`src/rtl/pip_if_rv32.sv`:
```
// ---------------------------------------------------------------------------
// pip_if_rv32 -- RV32I instruction fetch stage
//
// Owns the program counter and issues one word-aligned fetch at a time over a
// request/grant + response-valid memory interface. Returned instructions are
// tagged with their PC and held in a small FIFO whose head feeds Decode.
// Decode back-pressure (iStall) holds the head. Redirects reload the PC, flush
// the FIFO and discard the data of a fetch that is still in flight.
//
// Ports
//   iCLK, iRST        clock (posedge), synchronous active-high reset
//   oImemADDR         fetch address (word aligned)
//   oImemREQ          fetch request valid; grant = oImemREQ & iImemGNT
//   iImemGNT          memory accepts the request this cycle
//   iImemRVALID       response valid (in order, >=1 cycle after its grant)
//   iImemRDATA        response instruction word
//   oINSTR, oPCADDR   FIFO head instruction / PC (NOP / 0 when empty)
//   oValid            FIFO head valid
//   iStall            Decode not consuming; head held
//   iRedirect         taken branch/jump: flush and refetch
//   iRedirectADDR     redirect target
//   oMisalign         one-cycle pulse: redirect target was not word aligned
// ---------------------------------------------------------------------------
module pip_if_rv32 #(
  parameter logic [31:0] RESET_VECTOR = 32'h0000_0000,
  parameter int          FIFO_DEPTH   = 2
) (
  input  logic        iCLK,
  input  logic        iRST,
  output logic [31:0] oImemADDR,
  output logic        oImemREQ,
  input  logic        iImemGNT,
  input  logic        iImemRVALID,
  input  logic [31:0] iImemRDATA,
  output logic [31:0] oINSTR,
  output logic [31:0] oPCADDR,
  output logic        oValid,
  input  logic        iStall,
  input  logic        iRedirect,
  input  logic [31:0] iRedirectADDR,
  output logic        oMisalign
);

  localparam int          PTR_W = (FIFO_DEPTH > 1) ? $clog2(FIFO_DEPTH) : 1;
  localparam int          CNT_W = PTR_W + 1;
  localparam logic [31:0] NOP   = 32'h0000_0013;

  typedef enum logic [1:0] {
    S_REQ  = 2'd0,
    S_WAIT = 2'd1,
    S_DROP = 2'd2
  } state_t;

  state_t             state;
  logic [31:0]        pc;
  logic [31:0]        tag_pc;
  logic [PTR_W-1:0]   rd_ptr;
  logic [PTR_W-1:0]   wr_ptr;
  logic [CNT_W-1:0]   count;
  logic               misalign;

  logic [31:0]        fifo_instr [FIFO_DEPTH];
  logic [31:0]        fifo_pc    [FIFO_DEPTH];

  logic               not_full;
  logic               req;
  logic               grant;
  logic               push;
  logic               pop;
  logic [31:0]        redirect_pc;

  // ---- request side -------------------------------------------------------
  // The request is gated by reset and redirect so that a grant can never be
  // taken on an address that is about to be replaced.
  assign not_full    = (count < CNT_W'(FIFO_DEPTH));
  assign req         = ~iRST & (state == S_REQ) & not_full & ~iRedirect;
  assign grant       = req & iImemGNT;
  assign redirect_pc = {iRedirectADDR[31:2], 2'b00};

  assign oImemREQ    = req;
  assign oImemADDR   = {pc[31:2], 2'b00};

  // ---- FIFO control -------------------------------------------------------
  // Only a response that belongs to a live fetch (WAIT) is pushed; a redirect
  // in the same cycle kills it. A redirect also suppresses the pop because the
  // whole FIFO is cleared on that edge.
  assign push   = ~iRST & (state == S_WAIT) & iImemRVALID & ~iRedirect;
  assign pop    = ~iRST & oValid & ~iStall & ~iRedirect;

  assign oValid    = (count != '0);
  assign oINSTR    = oValid ? fifo_instr[rd_ptr] : NOP;
  assign oPCADDR   = oValid ? fifo_pc[rd_ptr]    : 32'h0000_0000;
  assign oMisalign = misalign;

  // ---- control state: FSM, PC, FIFO pointers ------------------------------
  always_ff @(posedge iCLK) begin
    if (iRST) begin
      state    <= S_REQ;
      pc       <= {RESET_VECTOR[31:2], 2'b00};
      rd_ptr   <= '0;
      wr_ptr   <= '0;
      count    <= '0;
      misalign <= 1'b0;
    end else begin
      misalign <= iRedirect & (|iRedirectADDR[1:0]);

      if (iRedirect) begin
        pc     <= redirect_pc;
        rd_ptr <= '0;
        wr_ptr <= '0;
        count  <= '0;
        // A fetch still in flight must be drained without pushing its data.
        // A response arriving in this very cycle closes it out, so fetching
        // can restart immediately.
        unique case (state)
          S_REQ:   state <= S_REQ;
          S_WAIT:  state <= iImemRVALID ? S_REQ : S_DROP;
          S_DROP:  state <= iImemRVALID ? S_REQ : S_DROP;
          default: state <= S_REQ;
        endcase
      end else begin
        unique case (state)
          S_REQ: begin
            if (grant) begin
              pc    <= pc + 32'd4;
              state <= S_WAIT;
            end
          end
          S_WAIT: begin
            if (iImemRVALID) state <= S_REQ;
          end
          S_DROP: begin
            if (iImemRVALID) state <= S_REQ;
          end
          default: state <= S_REQ;
        endcase

        if (push) wr_ptr <= wr_ptr + 1'b1;
        if (pop)  rd_ptr <= rd_ptr + 1'b1;

        unique case ({push, pop})
          2'b10:   count <= count + 1'b1;
          2'b01:   count <= count - 1'b1;
          default: count <= count;
        endcase
      end
    end
  end

  // ---- data path: fetch tag and FIFO storage (no reset needed) ------------
  always_ff @(posedge iCLK) begin
    if (grant) tag_pc <= pc;
    if (push) begin
      fifo_instr[wr_ptr] <= iImemRDATA;
      fifo_pc[wr_ptr]    <= tag_pc;
    end
  end

endmodule
```
`config.mk`:
```
export PLATFORM = sky130hd
export DESIGN_NAME = pip_if_rv32
export DESIGN_NICKNAME = d
export VERILOG_FILES = /design/src/rtl/pip_if_rv32.sv
export SDC_FILE = /design/constraint.sdc
export NUM_CORES = 1
export LEC_CHECK = 0
export CAP_MARGIN = 20
export CORE_MARGIN = 10
export CORE_UTILIZATION = 28
export CTS_BUF_LIST = sky130_fd_sc_hd__clkbuf_4 sky130_fd_sc_hd__clkbuf_8
export DETAILED_ROUTE_END_ITERATION = 10
export DONT_BUFFER_PORTS = 1
export GPL_TIMING_DRIVEN = 0
export PLACE_DENSITY_LB_ADDON = 0.08
export SYNTH_ARGS = -nofsm -noshare
export SYNTH_HDL_FRONTEND = slang
export SYNTH_SLANG_ARGS = --single-unit
export TNS_END_PERCENT = 50
```
`constraint.sdc`:
```
create_clock -name iCLK -period 4.6 [get_ports iCLK]
set_input_delay 0.92 -clock iCLK [delete_from_list [all_inputs] [get_ports iCLK]]
set_output_delay 0.92 -clock iCLK [all_outputs]
set_load 0.01 [all_outputs]
```
==> out/results.tsv, run 1 <==
stage	metric	value	unit
detailed_routing	DRT iter0 DRCs	291	
synth	Syn. warnings	0	
global_routing	GR Overflow Total	0	
floorplanning	core area	0.02763	mm²
clocking	Clock Sink Count	192	
timing	Final Hold Fails	0	
placed_design	GP Congestion	0.8205	
synth	post-synthesis sequential area ratio	0.6892	
setup_path	CP max-delay cell	buf_1	
setup_path	Setup crit start kind	flop	
placed_design	Port Buffers	0	
worst_hold_path	Hold WC Path Type	flop to flop	
timing	setup violators final	0	
final_layout	Final Net Count	674	
status	status	complete, no violations	
final_layout	Reg area	0.005385	mm²
clocking	Longest Clk Path Bufs	2	
clocking	post-CTS sizing	0	
timing	Final Skew	21.13	ps
final_layout	Util after Layout	0.3192	
placed_design	placed cell count	959	
setup_path	CP arrival	2490	ps
detailed_routing	Post-Route WL	21.61	mm
final_layout	fill count	2798	
placed_design	Final HPWL DP	15.88	mm
floorplanning	initial core utilization	0.2828	
clocking	postcts setup bufs	0	
setup_path	Worst setup EP type	output port	
detailed_routing	DRT antenna net count	0	
detailed_routing	DRC Markers	0	
timing	slew margin rel.	0.3377	
global_routing	global-route wire length before repair	32.64	mm
clocking	H-tree depth	4	
synth	cells after synthesis	573	
setup_path	Largest delay share family, worst path	buffers and inverters	
floorplanning	row cnt	61	
floorplanning	Die Ht	187.1	µm
setup_path	largest fanout on the critical path	10	
setup_path	Buf+Inv Stages, Crit Path	2	
pwr	power per cell area	359.6	mW/mm²
clocking	Worst-path clk slew	110	ps
timing	Peak Freq	293.2	MHz
timing	RSZ-0062 raised after global routing	false	
pwr	Peak VDD IR	0.1792	mV
timing	count of final max-slew check failures	0	
timing	Final min period	3411	ps
detailed_routing	vias	4735	
job	MaxCap Viol Count	0	
floorplanning	I/O pins	169	
global_routing	Global Route Usage Sum	0.1231	
floorplanning	Die W	187.1	µm
clocking	CTS tree	done	
detailed_routing	average routed wire per standard cell	21.76	µm
timing	Tightest Pin Transition	989.8	ps
synth	Yosys reg bits	192	
global_routing	initial antenna violation count	2	
synth	Post-Syn Area	0.007814	mm²
global_routing	largest net degree at the start of global routing	27	
final_layout	layout cells sized above 1	0.09299	
clocking	# hold bufs at CTS	0	
setup_path	worst path cell trace	clkbuf_1, buf_1, mux2i_1, nor2_1	
detailed_routing	router iterations before antenna repair	4	
clocking	clk_lat worst skew	450	ps
clocking	CTS buffer count	17	
synth	Async SR Flop Fraction	0	
timing	period utilization	0.7415	
synth	Syn Area/Cell	13.64	µm²
setup_path	worst stage delay on the critical path	620	ps
final_layout	Non-Filler Instances	993	
pwr	Static Leakage	2.600	nW
timing	Hold Slack	455.7	ps
global_routing	vias in the first global route	4962	
detailed_routing	Via density	4.768	
final_layout	area of the multi-input gates	0.002260	mm²
synth	synth unique cells	54	
synth	Top FF cell, synth	edfxtp_1	
clocking	Root Driver	clkbuf_8	
floorplanning	Die ar.	0.03499	mm²
setup_path	critical setup path kind	flop to output port	
synth	EDFF count, synth	154	
setup_path	required time of the critical path	3680	ps
final_layout	Area growth syn-to-layout	12.87	%
## logic make-up after synthesis
family	after synthesis	synth area share
mux	64	0.08214
simple gates	200	0.1287
buf+inv	41	0.02498
flops	192	0.6892
xor+xnor	6	0.006727
compound gates	65	0.06133
fa+ha+maj	4	0.006405
other cells	1	0.0004799
## synth_stat cells (2+ instances only)
library cell	number	area [µm²]
edfxtp_1	154	4624
nor2b_1	3	18.77
nand2_1	29	108.9
ha_1	4	50.05
a31oi_1	8	50.05
o21ai_0	8	40.04
xor2_1	3	26.28
nand4_4	2	42.54
nand4_1	11	68.82
a22oi_1	3	22.52
o211ai_1	6	45.04
a2111oi_1	2	20.02
a211oi_1	3	22.52
nor2_1	91	341.6
buf_2	2	10.01
clkbuf_1	18	67.56
and2_1	2	12.51
o41a_1	2	22.52
o311a_1	2	20.02
o31ai_1	3	22.52
inv_1	7	26.28
dfxtp_1	38	760.7
nor3_1	6	30.03
o31a_1	2	17.52
or4_1	8	60.06
and3_1	6	37.54
xnor2_1	3	26.28
o311ai_0	2	17.52
buf_1	5	18.77
a311oi_1	10	87.58
nor4_1	3	18.77
mux2i_1	63	630.6
nand3_1	12	60.06
a21oi_1	9	45.04
buf_4	5	37.54
or2_2	2	12.51
and4_1	7	61.31
or3_1	13	81.33
## final timing paths
path	depth (start not counted)	slack [ps]	start	end
worst max-delay path	4	1190	flop	oPCADDR[23]
worst min-delay path	0	460	tag_pc[14]$_DFFE_PP_	fifo_pc[1][14]$_DFFE_PP_
worst max register to register	9	1910	state[0]$_SDFFE_PP0P_	pc[4]$_SDFFE_PP0P_
worst min register to register	0	460	tag_pc[14]$_DFFE_PP_	fifo_pc[1][14]$_DFFE_PP_
## state kept, by name (all words and copies together), names as in the netlist, named ones only
signal / flops
fifo_pc: 60
pc: 30
oMisalign: 1
state: 2
wr_ptr: 1
count: 2
fifo_instr: 64
tag_pc: 30
rd_ptr: 1
## cells in the final DEF, fill, tap and decap left out, types with 4 or more instances in the layout
cell,synthesis,layout
mux2i_1,63,63
o211ai_1,6,6
clkbuf_8,0,17
and3_1,6,6
inv_1,7,7
nand2_1,29,29
nand3_1,12,12
or4_1,8,8
or3_1,13,13
a21oi_1,9,9
inv_8,0,5
ha_1,4,4
a31oi_1,8,8
nand4_1,11,11
clkbuf_1,18,18
buf_4,5,5
nor2_1,91,89
a311oi_1,10,10
and4_1,7,7
buf_12,0,5
buf_1,5,5
dfxtp_1,38,38
clkinv_4,0,4
conb_1,1,4
nor3_1,6,6
edfxtp_1,154,154
o21ai_0,8,8
## per-layer routing
layer / share of wire / GRT usage / vias up
li1: - / - / 2242
met2: 0.45 / 0.1879 / 172
met1: 0.44 / 0.1504 / 2315
met3: 0.10 / 0.06245 / 6
met5: 0 / 0 / -
met4: 0.0063 / 0.03257 / 0
## metrics by stage
| step | setup TNS, ps | total power [mW] | cell area [µm²] | setup WS (ps) |
|---|---|---|---|---|
| floorplan | 0 | 2.038 | 7825 | 153.8 |
| global placement | -230390 | 2.086 | 8298 | -1880 |
| detailed placement | 0 | 2.090 | 8413 | 1481 |
| CTS | 0 | 3.224 | 8815 | 962.9 |
| global route | 0 | 3.319 | 8815 | 840.8 |
| finish | 0 | 3.171 | 8820 | 1189 |
## power breakdown
group / switching, mW / internal, mW
registers: 0.0577 / 1.90
logic: 0.0569 / 0.0331
clock network: 0.665 / 0.459
## area by class of cell
cell class | count | area share
Antenna cell | 2 | 0.0005675
Buffer | 31 | 0.01646
Clock buffer | 17 | 0.02653
Sequential cell | 192 | 0.6106
Timing Repair Buffer | 5 | 0.01135
Clock inverter | 15 | 0.01901
Multi-Input combinational cell | 343 | 0.2562
Tap cell | 378 | 0.05362
Inverter | 10 | 0.005675
No activity file was read; power rests on OpenSTA's default activity.
==> run 2, diff against run 1 <==
- clock period: 4.6 -> 2.9 ns (I/O delays scaled with it)
==> out/results.tsv, run 2 (synthesis gave the netlist of run 1 again) <==
stage	metric	value	unit	change
status	status	complete, no violations		
placed_design	Port Buffers	0		unchanged
pwr	Power, Total	5.046	mW	+59%
final_layout	Final Net Count	672		-0.30%
global_routing	largest net degree at the start of global routing	38		+41%
setup_path	Setup crit start kind	flop		
clocking	postcts setup bufs	0		unchanged
detailed_routing	router iterations before antenna repair	4		unchanged
final_layout	layout cells sized above 1	0.1064		+0.01340
setup_path	reg-to-reg endpoint	pc[29]$_SDFFE_PP0P_		
final_layout	fill count	2809		+0.39%
job	MaxCap Viol Count	0		unchanged
detailed_routing	average routed wire per standard cell	21.59	µm	-0.81%
floorplanning	I/O pins	169		unchanged
final_layout	most common cell after layout, fill and taps aside	edfxtp_1		
global_routing	initial antenna violation count	0		-2
final_layout	Non-Filler Instances	989		-0.40%
floorplanning	Die W	187.1	µm	unchanged
setup_path	largest fanout on the critical path	37		+27
setup_path	critical setup path kind	flop to flop		
timing	period utilization	0.9401		
detailed_routing	Via density	4.751		-0.36%
final_layout	Top reg by flops	fifo_instr		
final_layout	most frequent cells in the layout	154 x edfxtp_1, 88 x nor2_1, 63 x mux2i_1		
timing	Final min period	2726	ps	
detailed_routing	DRC Markers	0		unchanged
pwr	Static Leakage	2.629	nW	+1.1%
setup_path	required time of the critical path	3260	ps	-420 ps
final_layout	Util after Layout	0.3190		about the same
setup_path	Setup crit end	pc[29]$_SDFFE_PP0P_		
setup_path	CP max-delay cell	clkinv_2		
timing	Final Skew	21.92	ps	+0.7882 ps
final_layout	design area	0.008813	mm²	about the same
final_layout	area of the multi-input gates	0.002267	mm²	+0.33%
setup_path	reg2reg setup slack	170	ps	-1740 ps
timing	TNS Setup	0	ps	unchanged
global_routing	Global Route Usage Sum	0.1197		-0.003412
global_routing	vias in the first global route	4858		-2.1%
clocking	Clock Sink Count	192		unchanged
floorplanning	initial core utilization	0.2828		unchanged
setup_path	reg2reg path depth	8		-1
final_layout	Reg area	0.005385	mm²	unchanged
floorplanning	core area	0.02763	mm²	unchanged
clocking	H-tree depth	4		unchanged
pwr	Peak VDD IR	0.2248	mV	+25%
timing	Final Hold Fails	0		unchanged
detailed_routing	DRT iter0 DRCs	289		-0.69%
timing	Peak Freq	366.8	MHz	
placed_design	Placed Area	0.008394	mm²	-0.22%
setup_path	worst stage delay on the critical path	640	ps	+20 ps
detailed_routing	Post-Route WL	21.35	mm	-1.2%
timing	setup violators final	0		unchanged
floorplanning	Die ar.	0.03499	mm²	unchanged
timing	count of final max-slew check failures	0		unchanged
final_layout	max reg flops	64		unchanged
floorplanning	row cnt	61		unchanged
final_layout	# diodes	0		-2
global_routing	GR Overflow Total	0		unchanged
clocking	clk_lat worst skew	460	ps	about the same
placed_design	placed cell count	958		-0.10%
detailed_routing	DRT antenna net count	0		unchanged
setup_path	worst path cell trace	inv_1, ha_1, or4b_4, clkinv_8, nand2_1, clkinv_2, o311a_1, a211o_1		
timing	Tightest Pin Transition	730.4	ps	-259.5 ps
clocking	CTS buffer count	17		unchanged
floorplanning	Die Ht	187.1	µm	unchanged
placed_design	Final HPWL DP	15.80	mm	-0.53%
clocking	Longest Clk Path Bufs	2		unchanged
setup_path	Worst Setup SP	state[0]$_SDFFE_PP0P_		
clocking	# hold bufs at CTS	0		unchanged
final_layout	biggest regs	fifo_instr: 64 flops, fifo_pc: 60 flops		
clocking	Worst-path clk slew	110	ps	about the same
timing	RSZ-0062 raised after global routing	false		
clocking	CTS tree	done		
worst_hold_path	Hold WC Path Type	input pin to flop		
setup_path	CP arrival	3080	ps	+590 ps
detailed_routing	vias	4699		-0.76%
setup_path	FF-to-FF Start	state[0]$_SDFFE_PP0P_		
clocking	Root Driver	clkbuf_8		
global_routing	global-route wire length before repair	31.71	mm	-2.9%
timing	slew margin rel.	0.5131		+0.1754
final_layout	Area growth syn-to-layout	12.79	%	about the same
pwr	power per cell area	572.6	mW/mm²	+59%
placed_design	GP Congestion	0.8183		-0.27%
setup_path	Worst setup EP type	flop		
[run 2: worst min path at each step]
stage,from,end,cells past startpoint
floorplan,tag_pc[10]$_DFFE_PP_,fifo_pc[0][10]$_DFFE_PP_,0
global placement,tag_pc[2]$_DFFE_PP_,fifo_pc[0][2]$_DFFE_PP_,0
detailed placement,tag_pc[28]$_DFFE_PP_,fifo_pc[0][28]$_DFFE_PP_,0
CTS,iImemRDATA[29],fifo_instr[0][29]$_DFFE_PP_,0
global route,iImemRDATA[28],fifo_instr[1][28]$_DFFE_PP_,0
finish,iImemRDATA[28],fifo_instr[1][28]$_DFFE_PP_,0
[run 2: through the flow]
step	setup slack (ps)	hold slack, ps
floorplan	-195.8	421.5
global placement	-1446	425.1
detailed placement	43.92	430.6
CTS	22.69	167.8
global route	1.971	158.4
finish	173.7	214.6
[run 2: metal layers]
metal  vias to the layer above  share of wire  global-route usage
met5                         -              0                   0
met2                       159           0.45              0.1846
met1                      2293           0.43              0.1415
li1                       2231              -                   -
met3                        16           0.11             0.06525
met4                         0         0.0091             0.03257
[run 2: critical path, delay by kind of cell, from the launching register on]
kind	cells	cell delay (ps)
AO/OA/AOI/OAI	2	610
buffers and inverters	3	810
adder cells (fa/ha/maj)	1	220
AND/OR/NAND/NOR	2	580
flip-flops	1	390
[run 2: timing repair]
action	CTS	global route
gates resized for setup	7	1
pin swaps	0	0
endpoints found under the setup margin	63	3
[run 2: cell type report]
type                    instances  area share
flip-flops and latches        192      0.6110
multi-input cells             343      0.2572
well taps                     378     0.05366
clock buffers                  18     0.02740
clock inverters                14     0.01888
plain buffers                  30     0.01689
repair buffers                  4    0.009086
inverters                      10    0.005821
[run 2: where the power goes]
part           internal, mW  switching [mW]  leakage (nW)
registers              3.01          0.0908          1.70
logic                0.0503          0.0911         0.718
clock network         0.744            1.06         0.210
total                  3.81            1.24          2.63
==> RTL edit, RTL diff (settings of run 1) <==
Encoding of `state_t`: now one-hot (3 bits for 3 states).
--- a/src/rtl/pip_if_rv32.sv
+++ b/src/rtl/pip_if_rv32.sv
@@ -45,10 +45,10 @@
   localparam int          CNT_W = PTR_W + 1;
   localparam logic [31:0] NOP   = 32'h0000_0013;
 
-  typedef enum logic [1:0] {
-    S_REQ  = 2'd0,
-    S_WAIT = 2'd1,
-    S_DROP = 2'd2
+  typedef enum logic [2:0] {
+    S_REQ  = 3'b001,
+    S_WAIT = 3'b010,
+    S_DROP = 3'b100
   } state_t;
 
   state_t             state;
Check against the original RTL: no difference found for any inputs over 4 cycles, from zero or initial values and one cycle with iRST high; so few cycles prove little.
==> RTL edit against run 1 <==
Sequential cell count up 1; synthesized cell count down 0.70%; register-to-register slack improved by 0.07 ns; routed wire length shrank 5.1%; area after synthesis decreased by 0.94%; design area decreased by 0.55%; clock power grew 7%; critical path type unchanged; fmax increased by 1.2%; largest cell class unchanged; worst setup slack improved by 0.041 ns; die area down 0.84%; total power up 2.4%.
==> RTL edit: results (changes against run 1) <==
Power and ir drop
The leakage power of the design came to 2.60 nW (about the same). The sequential share of power came to 60.2% (-1.5 points). The internal power is 2.47 mW (+3.1%). The clock network fraction of design power is 36.9% (+1.4 points).

The power attributed to combinational cells was 0.0916 mW (+2%). The maximum ir drop on the vdd rail came to 0.175 mV (-2.4%).

Detailed routing
The post-detailed-route via-to-cell ratio is 4.67 (-2.1%). The wire length reported by the detailed router is 20500 um (-5.1%).

Yosys
The count of state elements after synthesis came to 193 (+0.52%). By count the netlist is led by sky130_fd_sc_hd__edfxtp_1, sky130_fd_sc_hd__nor2_1, sky130_fd_sc_hd__mux2i_1. The number of distinct library cell variants in the gate-level netlist after synthesis is 51 (-5.6%). By area the synthesized netlist is led by sky130_fd_sc_hd__edfxtp_1, sky130_fd_sc_hd__dfxtp_1, sky130_fd_sc_hd__mux2i_1. The mean post-synth cell area is 13.6 um2 (-0.25%). The fraction of the mapped netlist area in compound gates is 5.93% (-0.20 points). The adder-cell share of the synthesized area was 0.323% (-0.32 points).

Placed design
The weighted congestion at the end of routability-driven global placement is 0.812 (-1.1%). The minimum setup slack after placement was 1.27 ns (-0.208 ns). The number of placed instances, taps included is 950 (-0.94%). The half-perimeter wire length after detailed placement was 15000 um (-5.8%).

Final layout
The area of combinational cells with multiple inputs is 2170 um2 (-3.8%). The number of inserted diodes was 0 (-2). The fraction of area in registers is 61.6% (+0.57 points). The count of non-filler cells in the finished layout is 982 (-1.1%).

The ratio of cells with drive above 1 in the final layout is 9.51% (+0.21 points). The clock network contribution to total cell area is 4.94% (+0.38 points). The layout multi-input combinational cell count was 335 (-2.3%). The total of clock buffers placed in the layout is 18 (+1). The utilization after layout is 32.4% (+0.44 points).

The number of inserted filler cells in the final layout is 2706 (-3.3%). The non-clock buffer contribution to total cell area is 2.91% (+0.13 points).

Worst setup path
The endpoint identified for the worst register-to-register timing path is pc[28]. The register-to-register setup slack is 1.98 ns (+0.07 ns). The critical path's largest stage delay is 0.64 ns (+0.02 ns).

GRT
The total routing resource utilization after global routing was 11.7% (-0.56 points). The global-route wire length before repair is 30200 um (-7.6%). The number of global-route vias before repair was 4602 (-7.3%).

Hold path
The startpoint identified for the worst hold timing path is tag_pc[15]. The worst hold path terminates at fifo_pc[0][15].

Timing
The clock skew is 0.0158 ns (-0.00532 ns). The normalized max-slew margin came to 33.7% (about the same).

Outcome
The run finished with clean final reports.
-- RTL edit: per-layer routing --
metal | track usage (%) | vias to the layer above | routed length (um)
met3 | 5.47 | 12 | 2250
met5 | 0 | - | 0
li1 | - | 2182 | -
met2 | 18.3 | 165 | 9350
met4 | 3.55 | 0 | 223
met1 | 14.2 | 2225 | 8690
-- RTL edit: how the worst max path moves through the flow --
| stage | startpoint | to | slack [ns] |
|---|---|---|---|
| after global routing | flop | oPCADDR[15] | 1.03 |
| final | flop | oPCADDR[18] | 1.23 |
| after floorplan | iRedirect | fifo_instr[0][0] | -0.09 |
| after global placement | iRedirect | fifo_pc[1][28] | -2.14 |
| after CTS | flop | oPCADDR[15] | 1.10 |
| after detailed placement | iRedirect | fifo_instr[1][9] | 1.27 |
